[config.mk]
export PLATFORM = sky130hd
export DESIGN_NAME = decoder_seq
export DESIGN_NICKNAME = d
export VERILOG_FILES = /design/src/rtl/decoder_seq_pkg.sv /design/src/rtl/decoder_onehot.sv /design/src/rtl/decoder_seq.sv
export SDC_FILE = /design/constraint.sdc
export NUM_CORES = 1
export LEC_CHECK = 0
export CAP_MARGIN = 20
export CORE_UTILIZATION = 45
export DETAILED_ROUTE_END_ITERATION = 10
export PLACE_DENSITY_LB_ADDON = 0.08
export SYNTH_ARGS = -nofsm -noshare
export SYNTH_HDL_FRONTEND = slang
export SYNTH_SLANG_ARGS = --single-unit
[constraint.sdc]
create_clock -name clk -period 2.6 [get_ports clk]
set_input_delay 0.52 -clock clk [delete_from_list [all_inputs] [get_ports clk]]
set_output_delay 0.52 -clock clk [all_outputs]
set_load 0.02 [all_outputs]
[src/rtl/decoder_seq_pkg.sv]
// Shared state encoding, mode constants and sizing helper for decoder_seq.
package decoder_seq_pkg;

    typedef enum logic [1:0] {
        IDLE = 2'd0,
        HOLD = 2'd1,
        SCAN = 2'd2
    } state_t;

    localparam logic MODE_HOLD = 1'b0;
    localparam logic MODE_SCAN = 1'b1;

    // The hold counter only ever holds HOLD_CYC-1, but keep at least one bit.
    function automatic int unsigned hold_cnt_w(input int unsigned hold_cyc);
        int unsigned w;
        w = $clog2(hold_cyc);
        return (w < 1) ? 1 : w;
    endfunction

endpackage

[src/rtl/decoder_onehot.sv]
// Combinational index-to-one-hot converter; indices at or beyond NUM_OUT give zero.
module decoder_onehot #(
    parameter int unsigned IN_W    = 4,
    parameter int unsigned NUM_OUT = 16
) (
    input  logic                en,
    input  logic [IN_W-1:0]     idx,
    output logic [NUM_OUT-1:0]  onehot
);

    always_comb begin
        onehot = '0;
        for (int unsigned i = 0; i < NUM_OUT; i++) begin
            if (en && (idx == IN_W'(i))) begin
                onehot[i] = 1'b1;
            end
        end
    end

endmodule

[src/rtl/decoder_seq.sv]
// Registered one-hot select sequencer with HOLD and SCAN modes.
// Optional odd-parity request check enabled by DECODER_SEQ_PARITY_EN.
module decoder_seq
    import decoder_seq_pkg::*;
#(
    parameter int unsigned IN_W     = 4,
    parameter int unsigned NUM_OUT  = 16,
    parameter int unsigned HOLD_CYC = 1
) (
    input  logic                clk,
    input  logic                rst,
    input  logic                en,
    input  logic                mode,
    input  logic                ip_valid,
    output logic                ip_ready,
    input  logic [IN_W-1:0]     ip,
`ifdef DECODER_SEQ_PARITY_EN
    input  logic                ip_par,
`endif
    output logic [NUM_OUT-1:0]  op,
    output logic                op_valid,
    output logic                scan_done,
    output logic                err
);

    localparam int unsigned      CNT_W     = hold_cnt_w(HOLD_CYC);
    localparam logic [CNT_W-1:0] HOLD_LOAD = CNT_W'(HOLD_CYC - 1);
    localparam logic [IN_W:0]    LIMIT     = (IN_W + 1)'(NUM_OUT);
    localparam logic [IN_W-1:0]  LAST_IDX  = IN_W'(NUM_OUT - 1);

    state_t            state_q, state_d;
    logic [IN_W-1:0]   idx_q, idx_d;
    logic [IN_W-1:0]   start_q, start_d;
    logic [CNT_W-1:0]  cnt_q, cnt_d;
    logic              err_q, err_d;
    logic              done_q, done_d;
    logic              accept;
    logic              req_bad;
    logic [IN_W-1:0]   idx_nxt;

    always_ff @(posedge clk or posedge rst) begin
        if (rst) begin
            state_q <= IDLE;
            idx_q   <= '0;
            start_q <= '0;
            cnt_q   <= '0;
            err_q   <= 1'b0;
            done_q  <= 1'b0;
        end else begin
            state_q <= state_d;
            idx_q   <= idx_d;
            start_q <= start_d;
            cnt_q   <= cnt_d;
            err_q   <= err_d;
            done_q  <= done_d;
        end
    end

    always_comb begin
        state_d = state_q;
        idx_d   = idx_q;
        start_d = start_q;
        cnt_d   = cnt_q;
        err_d   = 1'b0;
        done_d  = 1'b0;
        accept  = ip_valid & ip_ready;
`ifdef DECODER_SEQ_PARITY_EN
        req_bad = ~(^{ip, ip_par}) | ({1'b0, ip} >= LIMIT);
`else
        req_bad = ({1'b0, ip} >= LIMIT);
`endif
        // Wrap at NUM_OUT, not at the natural 2**IN_W boundary.
        idx_nxt = (idx_q == LAST_IDX) ? '0 : idx_q + IN_W'(1);

        if (!en) begin
            state_d = IDLE;
        end else begin
            unique case (state_q)
                IDLE: begin
                    if (accept) begin
                        if (req_bad) begin
                            err_d = 1'b1;
                        end else begin
                            idx_d   = ip;
                            start_d = ip;
                            state_d = (mode == MODE_SCAN) ? SCAN : HOLD;
                            if (mode == MODE_HOLD) begin
                                cnt_d = HOLD_LOAD;
                            end
                        end
                    end
                end
                HOLD: begin
                    if (cnt_q != '0) begin
                        cnt_d = cnt_q - CNT_W'(1);
                    end else begin
                        state_d = IDLE;
                    end
                end
                SCAN: begin
                    if (idx_nxt == start_q) begin
                        state_d = IDLE;
                        done_d  = 1'b1;
                    end else begin
                        idx_d = idx_nxt;
                    end
                end
                default: state_d = IDLE;
            endcase
        end
    end

    decoder_onehot #(
        .IN_W    (IN_W),
        .NUM_OUT (NUM_OUT)
    ) u_onehot (
        .en     (state_q != IDLE),
        .idx    (idx_q),
        .onehot (op)
    );

    always_comb begin
        ip_ready  = en & (state_q == IDLE);
        op_valid  = |op;
        err       = err_q;
        scan_done = done_q;
    end

endmodule

==> run metrics, run 1 <==
Hold Violations, Final=0; H-tree depth=1; IO buf count=27; commonest cells after routing, fill and taps aside=26 x clkdlybuf4s50_1, 15 x and2_1, 9 x dfrtp_1; GR Util met3=0.0471; Worst Skew=0.00623 ns; largest family of logic cells by synthesized area=simple AND/OR/NAND/NOR gates; Reg clk slew, reported paths=0.07 ns; commonest non-fill, non-tap cell in the layout=clkdlybuf4s50_1; vias in the first global route=661; Die Area=0.00216 mm2; WL per Instance=12.5 um; Multi-input gate area=584 um2; crit-path cells=inv_1 -> ha_1 -> nor4_1 -> nor2_1 -> clkdlybuf4s50_1; # nets final=140; period utilization=0.955; Synth Area in Adders=0.0563; num ports=29; GR peak layer=met2; largest net degree at the start of global routing=13; Synth Area in Compound Gates=0.173; clock root buffer master=clkbuf_4; Critical Path RT=2.08 ns; RSZ-0062 raised after global routing=no; slowest stage cell, crit path=clkdlybuf4s50_1; Yosys reg bits=11; Initial DRT Pass Iterations=4; Final Routed Wirelength=1.89 mm; Unique masters post-synth=41; clock sink count=11; Fillers=161; Worst Setup End Kind=output pin; worst hold path class=in2async; CTS Buf Count=3; Register Area=278 um2; via count=778; layout cells sized above 1=0.175; Arr. time, crit path=1.96 ns; Post-DP HPWL=1.47 mm; minimum clock period=2.48 ns; initial antenna violation count=0; Syn Std Cell Area=888 um2; GRT Util Overall=0.195; Syn Nets=110; area grow syn2layout=38.0%; Seq/Total Area, Yosys=0.310; CP max stage delay=0.55 ns; endpoints failing setup=0; run status=complete, no violations; WS Path Type=reg2out; Die Wd=46.4 um; first-pass GRT wire length=2.98 mm; drt drc=0; P_leak=0.508 nW; antenna-violating nets left=0; Post-Synth XOR/XNOR Area=0.0577; crit-path leading delay family=buffers and inverters; Die Y=46.4 um; post-DR vias/cell=5.15; Antenna Cells=0; row count=15; CTS Hold Buffers Added=0; Cells after Synth=97; Syn Area/Cell=9.16 um2; final instance area=0.00123 mm2; core area=0.00178 mm2; DR iter-0 viols=16; Congestion Overflow GR=0; CTS tree=built; maximum fanout along the worst path=8; R2R Setup Slk=0.51 ns; simple-gate share of the synthesized area=0.324; Max Buffers Root-to-Sink=2; power per cell area=621 mW/mm2; Worst Setup Start Kind=flop; Starting Density=0.498; Synthesis Warnings=0; final setup TNS=0 ns; maxcap violations=0; met1 Use GR=0.280; Max Slew Vio Count=0; Max Freq=0.403 GHz; WP buf/inv=2; GRT met2 Usage=0.297; maximum vdd drop=0.375 mV; clock latency on the worst-skew pair=0.26 ns; gp weighted congestion=0.762; Placed Area=0.00118 mm2; multiplexer share of the synthesized area=0.0254
## path summary, 6_finish.rpt
path | from | to | cells past startpoint
worst max-delay path | idx_q[0]$_DFFE_PP0P_ | op_valid | 5
worst min-delay path | rst | state_q[0]$_DFFE_PP0P_ | 2
worst max register to register | idx_q[3]$_DFFE_PP0P_ | idx_q[0]$_DFFE_PP0P_ | 5
worst min register to register | start_q[2]$_DFFE_PP0P_ | start_q[2]$_DFFE_PP0P_ | 1
max in group asynchronous | rst | idx_q[1]$_DFFE_PP0P_ | 2
min in group clk | start_q[2]$_DFFE_PP0P_ | start_q[2]$_DFFE_PP0P_ | 1
## flip-flops by register name, indices dropped and copies added, names as in the netlist
signal and cells:
state_q 2, scan_done 1, idx_q 4, start_q 4
## per-stage QoR
step / util / hold WS [ns] / instances / power (mW) / worst slack (ns)
floorplan: - / 0.372 / 97 / 0.538 / 0.524
global placement: 0.664 / 0.536 / 147 / 0.635 / 0.223
detailed placement: 0.664 / 0.534 / 147 / 0.643 / 0.190
CTS: 0.679 / 0.543 / 151 / 0.762 / 0.0127
global route: 0.688 / 0.578 / 151 / 0.813 / 0.00493
finish: 0.688 / 0.534 / 151 / 0.761 / 0.116
## layer usage
layer | share of wire | wire length (um)
met5 | 0 | 0
met3 | 0.060 | 113
met1 | 0.49 | 918
met4 | 0 | 0
met2 | 0.45 | 860
## final cells by class
class,count,area share
Multi-Input combinational cell,76,0.477
Timing Repair Buffer,29,0.232
Tap cell,25,0.0255
Clock buffer,4,0.0214
Sequential cell,11,0.227
Inverter,6,0.0184
## logic make-up after synthesis
group / after synthesis
AND/OR/NAND/NOR: 46
AO/OA/AOI/OAI: 18
flip-flops: 11
buffers and inverters: 10
XOR/XNOR: 5
adder cells (fa/ha/maj): 4
multiplexers: 2
other: 1
## where the power goes
part | switching (mW) | leakage [nW] | internal, mW
clock | 0.0546 | 0.0150 | 0.0593
sequential | 0.0630 | 0.136 | 0.206
combinational | 0.202 | 0.357 | 0.176
total | 0.319 | 0.508 | 0.441
## cells in the mapped netlist (all sizes together)
cell | count | share of area
nand2b | 1 | 0.0070
buf | 4 | 0.024
and2b | 1 | 0.011
and4b | 1 | 0.011
xor2 | 2 | 0.028
nand3 | 1 | 0.0056
o21ai | 4 | 0.023
a2111oi | 1 | 0.011
nor2 | 6 | 0.025
a22o | 1 | 0.0099
conb | 1 | 0.0042
nand2 | 6 | 0.025
a211oi | 1 | 0.0085
xnor2 | 3 | 0.030
nor4 | 2 | 0.014
and2 | 16 | 0.11
and3b | 1 | 0.0099
dfrtp | 11 | 0.31
a21oi | 2 | 0.011
a311o | 3 | 0.034
nor2b | 2 | 0.014
a21boi | 1 | 0.0085
o21ba | 1 | 0.011
a22oi | 1 | 0.0085
o211ai | 1 | 0.0085
a21o | 1 | 0.0099
and3 | 2 | 0.014
a311oi | 1 | 0.030
nand4b | 1 | 0.0099
nor3b | 3 | 0.031
inv | 6 | 0.025
ha | 4 | 0.056
nor3 | 2 | 0.024
or2 | 1 | 0.0070
mux2 | 2 | 0.025
## what timing repair did
| item | 4_1_cts | 5_1_grt |
|---|---|---|
| pin swaps | 0 | 0 |
| gates resized for setup | 2 | 5 |
| endpoints found under the hold margin | 0 | 0 |
| endpoints found under the setup margin | 1 | 12 |
| setup buffers | 0 | 0 |
No activity file was read; power rests on OpenSTA's default activity.
==> run 2, diff against run 1 <==
--- a/config.mk
+++ b/config.mk
@@ -5,9 +5,9 @@
 export SDC_FILE = /design/constraint.sdc
 export NUM_CORES = 1
 export LEC_CHECK = 0
-export CAP_MARGIN = 20
 export CORE_UTILIZATION = 45
 export DETAILED_ROUTE_END_ITERATION = 10
+export HOLD_SLACK_MARGIN = 0.06
 export PLACE_DENSITY_LB_ADDON = 0.08
 export SYNTH_ARGS = -nofsm -noshare
 export SYNTH_HDL_FRONTEND = slang
==> results of run 2 <==
No change in the layout: final DEF, timing and power equal those of run 1.
==> run 3, diff against run 2 <==
--- a/config.mk
+++ b/config.mk
@@ -5,9 +5,10 @@
 export SDC_FILE = /design/constraint.sdc
 export NUM_CORES = 1
 export LEC_CHECK = 0
-export CORE_UTILIZATION = 45
+export CORE_UTILIZATION = 61
 export DETAILED_ROUTE_END_ITERATION = 10
-export HOLD_SLACK_MARGIN = 0.06
+export DONT_BUFFER_PORTS = 1
+export HOLD_SLACK_MARGIN = 0.05
 export PLACE_DENSITY_LB_ADDON = 0.08
 export SYNTH_ARGS = -nofsm -noshare
 export SYNTH_HDL_FRONTEND = slang
==> run 3 against run 2 <==
Clock skew is 0.0058 ns lower. Total power fell by 8.3%. Routed wire length decreased by 15%. Setup slack better by 0.27 ns. Clock power is essentially flat. Count of clock-buffer cells in the layout shrank 1. Global-route usage rose by 4.8 points. Critical path depth fell by 1. Die area shrank 25%. Critical path type unchanged. Critical endpoint is now op[3]. Largest cell class unchanged.
==> run metrics, run 3 (same netlist as run 1, synthesis figures left out) <==
GRT Util Overall=0.243 (was 0.195); area grow syn2layout=3.66% (was 38.0%); first-pass GRT wire length=2.48 mm (was 2.98 mm); met1 Use GR=0.315 (was 0.280); power per cell area=758 mW/mm2 (was 621 mW/mm2); Die Y=40.2 um (was 46.4 um); CTS tree=built (unchanged); RSZ-0062 raised after global routing=no (unchanged); run status=complete, no violations (unchanged); worst hold path class=in2async (unchanged); setup ws final=0.387 ns (was 0.116 ns); core area=0.00133 mm2 (was 0.00178 mm2); Post-DP HPWL=1.28 mm (was 1.47 mm); GRT met2 Usage=0.379 (was 0.297); Max Slew Vio Count=0 (unchanged); GR Util met3=0.0667 (was 0.0471); placed cells=109 (was 147); R2R Setup Slk=0.45 ns (was 0.51 ns); Final Routed Wirelength=1.60 mm (was 1.89 mm); maximum fanout along the worst path=8 (unchanged); dpl ws=0.473 ns (was 0.190 ns); Arr. time, crit path=1.69 ns (was 1.96 ns); CTS resizes=0 (was 2); Starting Density=0.666 (was 0.498); Max Freq=0.452 GHz (was 0.403 GHz); Worst Skew=0.000415 ns (was 0.00623 ns); endpoints failing setup=0 (unchanged); Initial DRT Pass Iterations=4 (unchanged); via count=687 (was 778); maxcap violations=0 (unchanged); CTS Hold Buffers Added=0 (unchanged); row count=13 (was 15); DR iter-0 viols=20 (was 16); Worst-Margin Slew=0.549 ns; clock sink count=11 (unchanged); Hold Violations, Final=0 (unchanged); post-DR vias/cell=6.08 (was 5.15); drt drc=0 (unchanged); GR peak layer=met2 (unchanged); minimum clock period=2.21 ns (was 2.48 ns); H-tree depth=1 (unchanged); CTS Buf Count=3 (unchanged); P_leak=0.405 nW (was 0.508 nW); num ports=29 (unchanged); # nets final=112 (was 140); initial antenna violation count=0 (unchanged); commonest cells after routing, fill and taps aside=15 x and2_1, 11 x dfrtp_1, 6 x inv_1, 6 x nand2_1, 6 x nor2_1 (was 26 x clkdlybuf4s50_1, 15 x and2_1, 9 x dfrtp_1); WL per Instance=14.2 um (was 12.5 um); Post-Layout Cell Count=113 (was 151); Worst Setup Start Kind=flop (unchanged); Congestion Overflow GR=0 (unchanged); Reg clk slew, reported paths=0.07 ns (about the same); Max Buffers Root-to-Sink=2 (unchanged); Worst Setup End Kind=output pin (unchanged); period utilization=0.851 (was 0.955); gp weighted congestion=0.825 (was 0.762); layout cells sized above 1=0.163 (was 0.175); total power=0.698 mW (was 0.761 mW); maximum vdd drop=0.474 mV (was 0.375 mV); Critical Path RT=2.08 ns (about the same); IO buf count=0 (was 27); Fillers=117 (was 161); WS Path Type=reg2out (unchanged); largest net degree at the start of global routing=13 (unchanged); antenna-violating nets left=0 (unchanged); final setup TNS=0 ns (unchanged); Die Area=0.00161 mm2 (was 0.00216 mm2); clock latency on the worst-skew pair=0.26 ns (about the same); Die Wd=40.2 um (was 46.4 um); Slew HR=0.632; Post-CTS Setup Inserts=0 (unchanged); commonest non-fill, non-tap cell in the layout=and2_1 (was clkdlybuf4s50_1); R2R depth=6 (was 5); post-layout util=0.690 (was 0.688); vias in the first global route=564 (was 661); Antenna Cells=0 (unchanged); clock root buffer master=clkbuf_4 (unchanged); biggest regs=idx_q x4, start_q x4, state_q x2 (unchanged)
## run 3: cell types whose count changed in the layout (fill, tap and decap cells not counted), moves of 2 or more
cell and delta:
clkdlybuf4s50_1 -26, dfrtp_1 +2, dfrtp_2 -2, nor3b_1 +2, nor3b_2 -2
## run 3: worst paths after layout
| check | endpoint | startpoint |
|---|---|---|
| min | start_q[1]$_DFFE_PP0P_ | rst |
| max reg2reg | idx_q[3]$_DFFE_PP0P_ | idx_q[0]$_DFFE_PP0P_ |
| max | op[3] | idx_q[0]$_DFFE_PP0P_ |
| min in group clk | state_q[0]$_DFFE_PP0P_ | mode |
| min reg2reg | start_q[2]$_DFFE_PP0P_ | start_q[2]$_DFFE_PP0P_ |
| max in group asynchronous | idx_q[3]$_DFFE_PP0P_ | rst |
## run 3: worst max-delay path, stage by stage, from the launching register on
cell	delay (ns)
dfrtp_1	0.48
ha_1	0.33
inv_1	0.15
nor4_1	0.28
buf_4	0.19
## run 3: area by class of cell
cell class	count	area, um2	share of cell area
multi-input combinational	76	569	0.618
sequential	11	275	0.299
clock buffer	3	22.5	0.0245
inverter	6	22.5	0.0245
tap	15	18.8	0.0204
timing repair buffer	1	7.51	0.00815
clock inverter	1	5.00	0.00543
## run 3: power by group
| group | total [mW] | leakage, nW | internal [mW] | switching, mW |
|---|---|---|---|---|
| registers | 0.265 | 0.138 | 0.204 | 0.0605 |
| logic | 0.322 | 0.249 | 0.135 | 0.186 |
| clock network | 0.112 | 0.0177 | 0.0568 | 0.0549 |
| total | 0.698 | 0.405 | 0.396 | 0.302 |
## run 3: through the flow
step | cell area, um2 | hold slack, ns
after floorplan | 888 | 0.372
after global placement | 893 | 0.423
after detailed placement | 893 | 0.422
after CTS | 921 | 0.133
after global routing | 921 | 0.146
final | 921 | 0.126
## run 3: per-layer routing
layer,vias to the layer above,wire [um],part of all wire
li1,336,-,-
met1,317,746,0.47
met2,32,740,0.46
met3,2,104,0.065
met4,0,12,0.0075
met5,-,0,0
